File: config.mk
export PLATFORM = sky130hd
export DESIGN_NAME = rf_write_arbiter
export DESIGN_NICKNAME = d
export VERILOG_FILES = /design/src/rtl/rv_pkg.sv /design/src/rtl/rf_scoreboard.sv /design/src/rtl/rf_write_arbiter.sv
export SDC_FILE = /design/constraint.sdc
export NUM_CORES = 1
export LEC_CHECK = 0
export BUFFER_PORTS_ARGS = -buffer_cell sky130_fd_sc_hd__buf_2
export CORE_MARGIN = 5
export CORE_UTILIZATION = 44
export CTS_CLUSTER_DIAMETER = 150
export DETAILED_ROUTE_END_ITERATION = 6
export PLACE_DENSITY = 0.77
export RECOVER_POWER = 100
export SYNTH_ARGS = -nofsm -noshare
export SYNTH_HDL_FRONTEND = slang
export SYNTH_SLANG_ARGS = --single-unit
File: constraint.sdc
create_clock -name clk -period 1.4 [get_ports clk]
set_input_delay 0 -clock clk [delete_from_list [all_inputs] [get_ports clk]]
set_output_delay 0 -clock clk [all_outputs]
set_load 0.03 [all_outputs]
File: src/rtl/rv_pkg.sv
// Shared register-file types and widths for the writeback path.
package rv_pkg;

    localparam int REG_ADDR_W = 5;
    localparam int XLEN       = 32;
    localparam int NUM_REGS   = 32;

    typedef struct packed {
        logic [REG_ADDR_W-1:0] rd;
        logic [XLEN-1:0]       wd;
    } rf_wr_t;

    typedef enum logic {
        PIPE_PRI = 1'b0,
        LL_FORCE = 1'b1
    } arb_state_e;

endpackage

File: src/rtl/rf_scoreboard.sv
// Pending-destination scoreboard for long-latency ops, with hazard query.
module rf_scoreboard
    import rv_pkg::*;
(
    input  logic                  clk,
    input  logic                  rst_n,
    input  logic                  set_en,
    input  logic [REG_ADDR_W-1:0] set_rd,
    input  logic                  clr_en,
    input  logic [REG_ADDR_W-1:0] clr_rd,
    input  logic [REG_ADDR_W-1:0] rs1,
    input  logic [REG_ADDR_W-1:0] rs2,
    output logic [NUM_REGS-1:0]   busy_mask,
    output logic                  hz_stall
);

    logic [NUM_REGS-1:0] busy_next;

    // Set is applied after clear: a same-cycle reservation belongs to a newer op.
    always_comb begin
        busy_next = busy_mask;
        if (clr_en) busy_next[clr_rd] = 1'b0;
        if (set_en) busy_next[set_rd] = 1'b1;
        busy_next[0] = 1'b0;
    end

    always_ff @(posedge clk or negedge rst_n) begin
        if (!rst_n) busy_mask <= '0;
        else        busy_mask <= busy_next;
    end

    always_comb begin
        hz_stall = ((rs1 != '0) && busy_mask[rs1]) ||
                   ((rs2 != '0) && busy_mask[rs2]);
    end

endmodule

File: src/rtl/rf_write_arbiter.sv
// Arbitrates the register file write port between writeback and a long-latency unit.
module rf_write_arbiter
    import rv_pkg::*;
#(
    parameter int unsigned STARVE_LIMIT = 4
) (
    input  logic                  clk,
    input  logic                  rst_n,
    input  logic                  pipe_valid,
    output logic                  pipe_ready,
    input  logic [REG_ADDR_W-1:0] pipe_rd,
    input  logic [XLEN-1:0]       pipe_wd,
    input  logic                  ll_valid,
    output logic                  ll_ready,
    input  logic [REG_ADDR_W-1:0] ll_rd,
    input  logic [XLEN-1:0]       ll_wd,
    input  logic                  rsv_valid,
    input  logic [REG_ADDR_W-1:0] rsv_rd,
    input  logic [REG_ADDR_W-1:0] hz_rs1,
    input  logic [REG_ADDR_W-1:0] hz_rs2,
    output logic                  hz_stall,
    output logic [NUM_REGS-1:0]   busy_mask,
    output logic                  rf_we,
    output logic [REG_ADDR_W-1:0] rf_rd,
    output logic [XLEN-1:0]       rf_wd
);

    localparam logic [3:0] LIMIT    = 4'(STARVE_LIMIT);
    localparam logic [3:0] LIMIT_M1 = 4'(STARVE_LIMIT - 1);

    arb_state_e state;
    logic [3:0] wait_cnt;
    logic       pipe_xfer, ll_xfer, ll_refused;

    always_comb begin
        pipe_ready = (state == PIPE_PRI);
        ll_ready   = (state == LL_FORCE) || !pipe_valid;
        pipe_xfer  = pipe_valid && pipe_ready;
        ll_xfer    = ll_valid && ll_ready;
        ll_refused = ll_valid && !ll_ready;
    end

    always_ff @(posedge clk or negedge rst_n) begin
        if (!rst_n) begin
            state    <= PIPE_PRI;
            wait_cnt <= '0;
            rf_we    <= 1'b0;
            rf_rd    <= '0;
            rf_wd    <= '0;
        end else begin
            if (ll_xfer)
                wait_cnt <= '0;
            else if (ll_refused && wait_cnt != LIMIT)
                wait_cnt <= wait_cnt + 4'd1;

            case (state)
                PIPE_PRI: if (ll_refused && wait_cnt == LIMIT_M1) state <= LL_FORCE;
                LL_FORCE: if (ll_xfer) state <= PIPE_PRI;
                default:  state <= PIPE_PRI;
            endcase

            // At most one side can transfer in a cycle given the ready logic.
            if (pipe_xfer) begin
                rf_we <= (pipe_rd != '0);
                rf_rd <= pipe_rd;
                rf_wd <= pipe_wd;
            end else if (ll_xfer) begin
                rf_we <= (ll_rd != '0);
                rf_rd <= ll_rd;
                rf_wd <= ll_wd;
            end else begin
                rf_we <= 1'b0;
            end
        end
    end

    rf_scoreboard u_scoreboard (
        .clk       (clk),
        .rst_n     (rst_n),
        .set_en    (rsv_valid),
        .set_rd    (rsv_rd),
        .clr_en    (ll_xfer),
        .clr_rd    (ll_rd),
        .rs1       (hz_rs1),
        .rs2       (hz_rs2),
        .busy_mask (busy_mask),
        .hz_stall  (hz_stall)
    );

endmodule

==> flow_metrics.env <==
export IMPL_htree_num_levels=3
export IMPL_critPathMaxFanout=4
export IMPL_r2r_cells=5
export IMPL_async_flop_share_pct=100
export IMPL_syn2layout_area_growth_pct=53.6
export IMPL_dp_cells=692
export IMPL_io_buffers=165
export IMPL_fin_total_pwr_mw=7.50
export IMPL_status="complete, but fails checks"
export IMPL_fp_dieH_um=105
export IMPL_multi_input_area_mm2=0.00203
export IMPL_clock_latency_ns=0.35
export IMPL_n_fill_cell=669
export IMPL_initial_core_util_pct=45.5
export IMPL_finalCritPeriodShare_pct=141
export IMPL_syn_nets=491
export IMPL_syn_avg_cell_area_um2=10.1
export IMPL_first_pass_iters=7
export IMPL_synth_top_cell_area_share_pct=46.5
export IMPL_placementRows=34
export IMPL_synth_edff_count=0
export IMPL_hold_viol_final=1
export IMPL_start_kind="flip-flop"
export IMPL_period_minus_slack_ns=1.97
export IMPL_end_kind="output port"
export IMPL_drv_cap=0
export IMPL_nets=765
export IMPL_peakVddDrop_mv=0.603
export IMPL_pwr_density_cell_mw_per_mm2=1230
export IMPL_slew_headroom_pct=50.5
export IMPL_netlist_instances=395
export IMPL_ant_nets=0
export IMPL_grt_pass1_vias=4631
export IMPL_required_ns=1.40
export IMPL_synth_distinct_cells=45
export IMPL_max_freq_ghz=0.507
export IMPL_cts_root_buf="clkbuf_8"
export IMPL_synth_seq_cells=74
export IMPL_grt_pass1_wl_um=24600
export IMPL_place_detailed_hpwl_um=9860
export IMPL_clk_pin_slew_worst_paths_ns=0.08
export IMPL_synth_warnings=0
export IMPL_viasPerCell=5.69
export IMPL_antenna_found_initial=1
export IMPL_min_path_type="in -> reg"
export IMPL_cts_buffers=9
export IMPL_slew_violations=0
export IMPL_grt_max_degree=55
export IMPL_io_pins=167
export IMPL_grt_setup_unrepaired="true"
export IMPL_wl_um=15900
export IMPL_regArea_mm2=0.00186
export IMPL_whs_path_depth=3
export IMPL_dieArea_mm2=0.0111
export IMPL_cts_path_max_buffers=2
export IMPL_vias=4459
export IMPL_setup_ws_ns=-0.573
export IMPL_synth_top_flop_cell="dfrtp_1"
export IMPL_drt_iter0_markers=231
export IMPL_drc=0
export IMPL_synthTopCellsByArea="dfrtp_1 46%, mux2i_1 11%, o21ai_0 10%"
export IMPL_cts_sinks=74
export IMPL_crit_arrival_ns=1.97
export IMPL_drive_above_1_share_pct=28.3
export IMPL_gp_congestion=0.970
export IMPL_ys_seq_area_share_pct=46.5
export IMPL_hold_slack_ns=-0.00178
export IMPL_die_x_um=105
export IMPL_violations="hold timing, setup timing"
export IMPL_worstSetupPathType="reg -> out"
export IMPL_yosysMostFrequentCell="o21ai_0"
export IMPL_synthesis_area_mm2=0.00399
export IMPL_coreArea_mm2=0.00876
export IMPL_setup_viol=45
export IMPL_cts_tree="done"
export IMPL_final_cells=783
export IMPL_fin_skew_ns=0.0128
export IMPL_synth_top_area_cell="dfrtp_1"
export IMPL_grt_overflow_total=0
export IMPL_leakagePower_nw=2.82
export IMPL_wl_per_cell_um=20.3
export IMPL_tightest_slew_ns=0.742
export IMPL_grt_use_total_pct=27.6
export IMPL_ys_top_cells_by_count="83 x o21ai_0, 74 x dfrtp_1, 59 x nand2_1"
==> cells in the final DEF, fill, tap and decap left out, types with 3 or more instances in the layout <==
cell type       n
inv_1           7
nand3b_1       11
buf_4          43
nor2b_1         5
o21ai_0        76
nand4_1         4
nand3_1         8
clkinv_2        3
o2111ai_1       3
clkbuf_8        9
a21oi_1         3
buf_2          94
nor3_1          4
clkbuf_1       69
o21ai_1         8
clkbuf_2        4
dlygate4sd3_1  70
dfrtp_1        64
mux2i_1        45
dfrtp_2        10
nand2_1        58
mux4_1          6
nor2_1          4
mux4_2          4
a22o_1         11
and3_1          3
nor3b_1         5
==> report_power, final <==
part | total (mW) | internal, mW | switching [mW]
sequential | 2.87 | 2.56 | 0.312
combinational | 3.15 | 1.25 | 1.90
clock | 1.48 | 0.646 | 0.833
==> stage by stage <==
step           instance area (um^2)  hold slack [ns]  setup WS (ns)  setup TNS (ns)  util (%)
3_5_place_dp                   5250          -0.0473         -0.190          -0.402      59.9
6_report                       6120         -0.00178         -0.573           -8.08      69.9
4_1_cts                        6160          0.00752         -0.555          -0.555      70.3
3_3_place_gp                   5250          -0.0587         -0.166          -0.189      59.9
2_1_floorplan                  4000           -0.296         -0.265          -0.265         -
5_1_grt                        6120           0.0264         -0.637          -13.20      69.9
==> worst paths after layout <==
kind,end,start,slack [ns]
worst max-delay path,hz_stall,u_scoreboard.busy_mask[30],-0.57
worst min-delay path,u_scoreboard.busy_mask[28],ll_rd[1],-0.002
worst max register to register,wait_cnt[2],state,-0.38
worst min register to register,wait_cnt[3],wait_cnt[3],0.54
max in group asynchronous,u_scoreboard.busy_mask[28],rst_n,0.16
min in group asynchronous,u_scoreboard.busy_mask[18],rst_n,0.24
==> critical path, cell delays in order (launching register included) <==
cell	delay, ns
dfrtp_2	0.43
mux4_2	0.48
o22a_1	0.22
nand4_1	0.07
and4_1	0.18
nand4_1	0.09
buf_6	0.16
==> sequential cells by signal, summed over array words and instances, names as in the netlist <==
| name | cells |
|---|---|
| u_scoreboard.busy_mask | 31 |
| wait_cnt | 4 |
| rf_we | 1 |
| rf_rd | 5 |
| rf_wd | 32 |
| state | 1 |
==> cell type report <==
type / count / area share [%]
multi-input combinational: 290 / 33.1
sequential: 74 / 30.5
antenna: 1 / 0.0409
clock buffer: 10 / 2.08
clock inverter: 6 / 0.695
timing repair buffer: 286 / 30.9
tap: 108 / 2.21
inverter: 8 / 0.511
==> per-layer routing <==
metal | routed length, um | vias to the layer above | global-route usage (%) | part of all wire [%]
li1 | - | 1992 | - | -
met1 | 6220 | 2145 | 34.5 | 39
met2 | 7610 | 284 | 45.2 | 48
met3 | 1610 | 38 | 8.14 | 10
met4 | 430 | 0 | 10.8 | 2.7
met5 | 0 | - | 0 | 0
==> cells by family after synthesis <==
group | share of synthesized area [%]
adder cells (fa/ha/maj) | 0.628
AO/OA/AOI/OAI | 15.9
multiplexers | 18.1
buffers and inverters | 3.80
AND/OR/NAND/NOR | 15.1
flip-flops | 46.5
other | 0.0941
==> timing repair <==
item,in CTS,in global routing
pin swaps,1,3
gates resized for setup,9,19
hold endpoints to repair,112,0
setup endpoints to repair,11,30
hold buffers,70,0
cloned,0,1
buffers inserted,2,1
(Power assumes the default switching activity.)
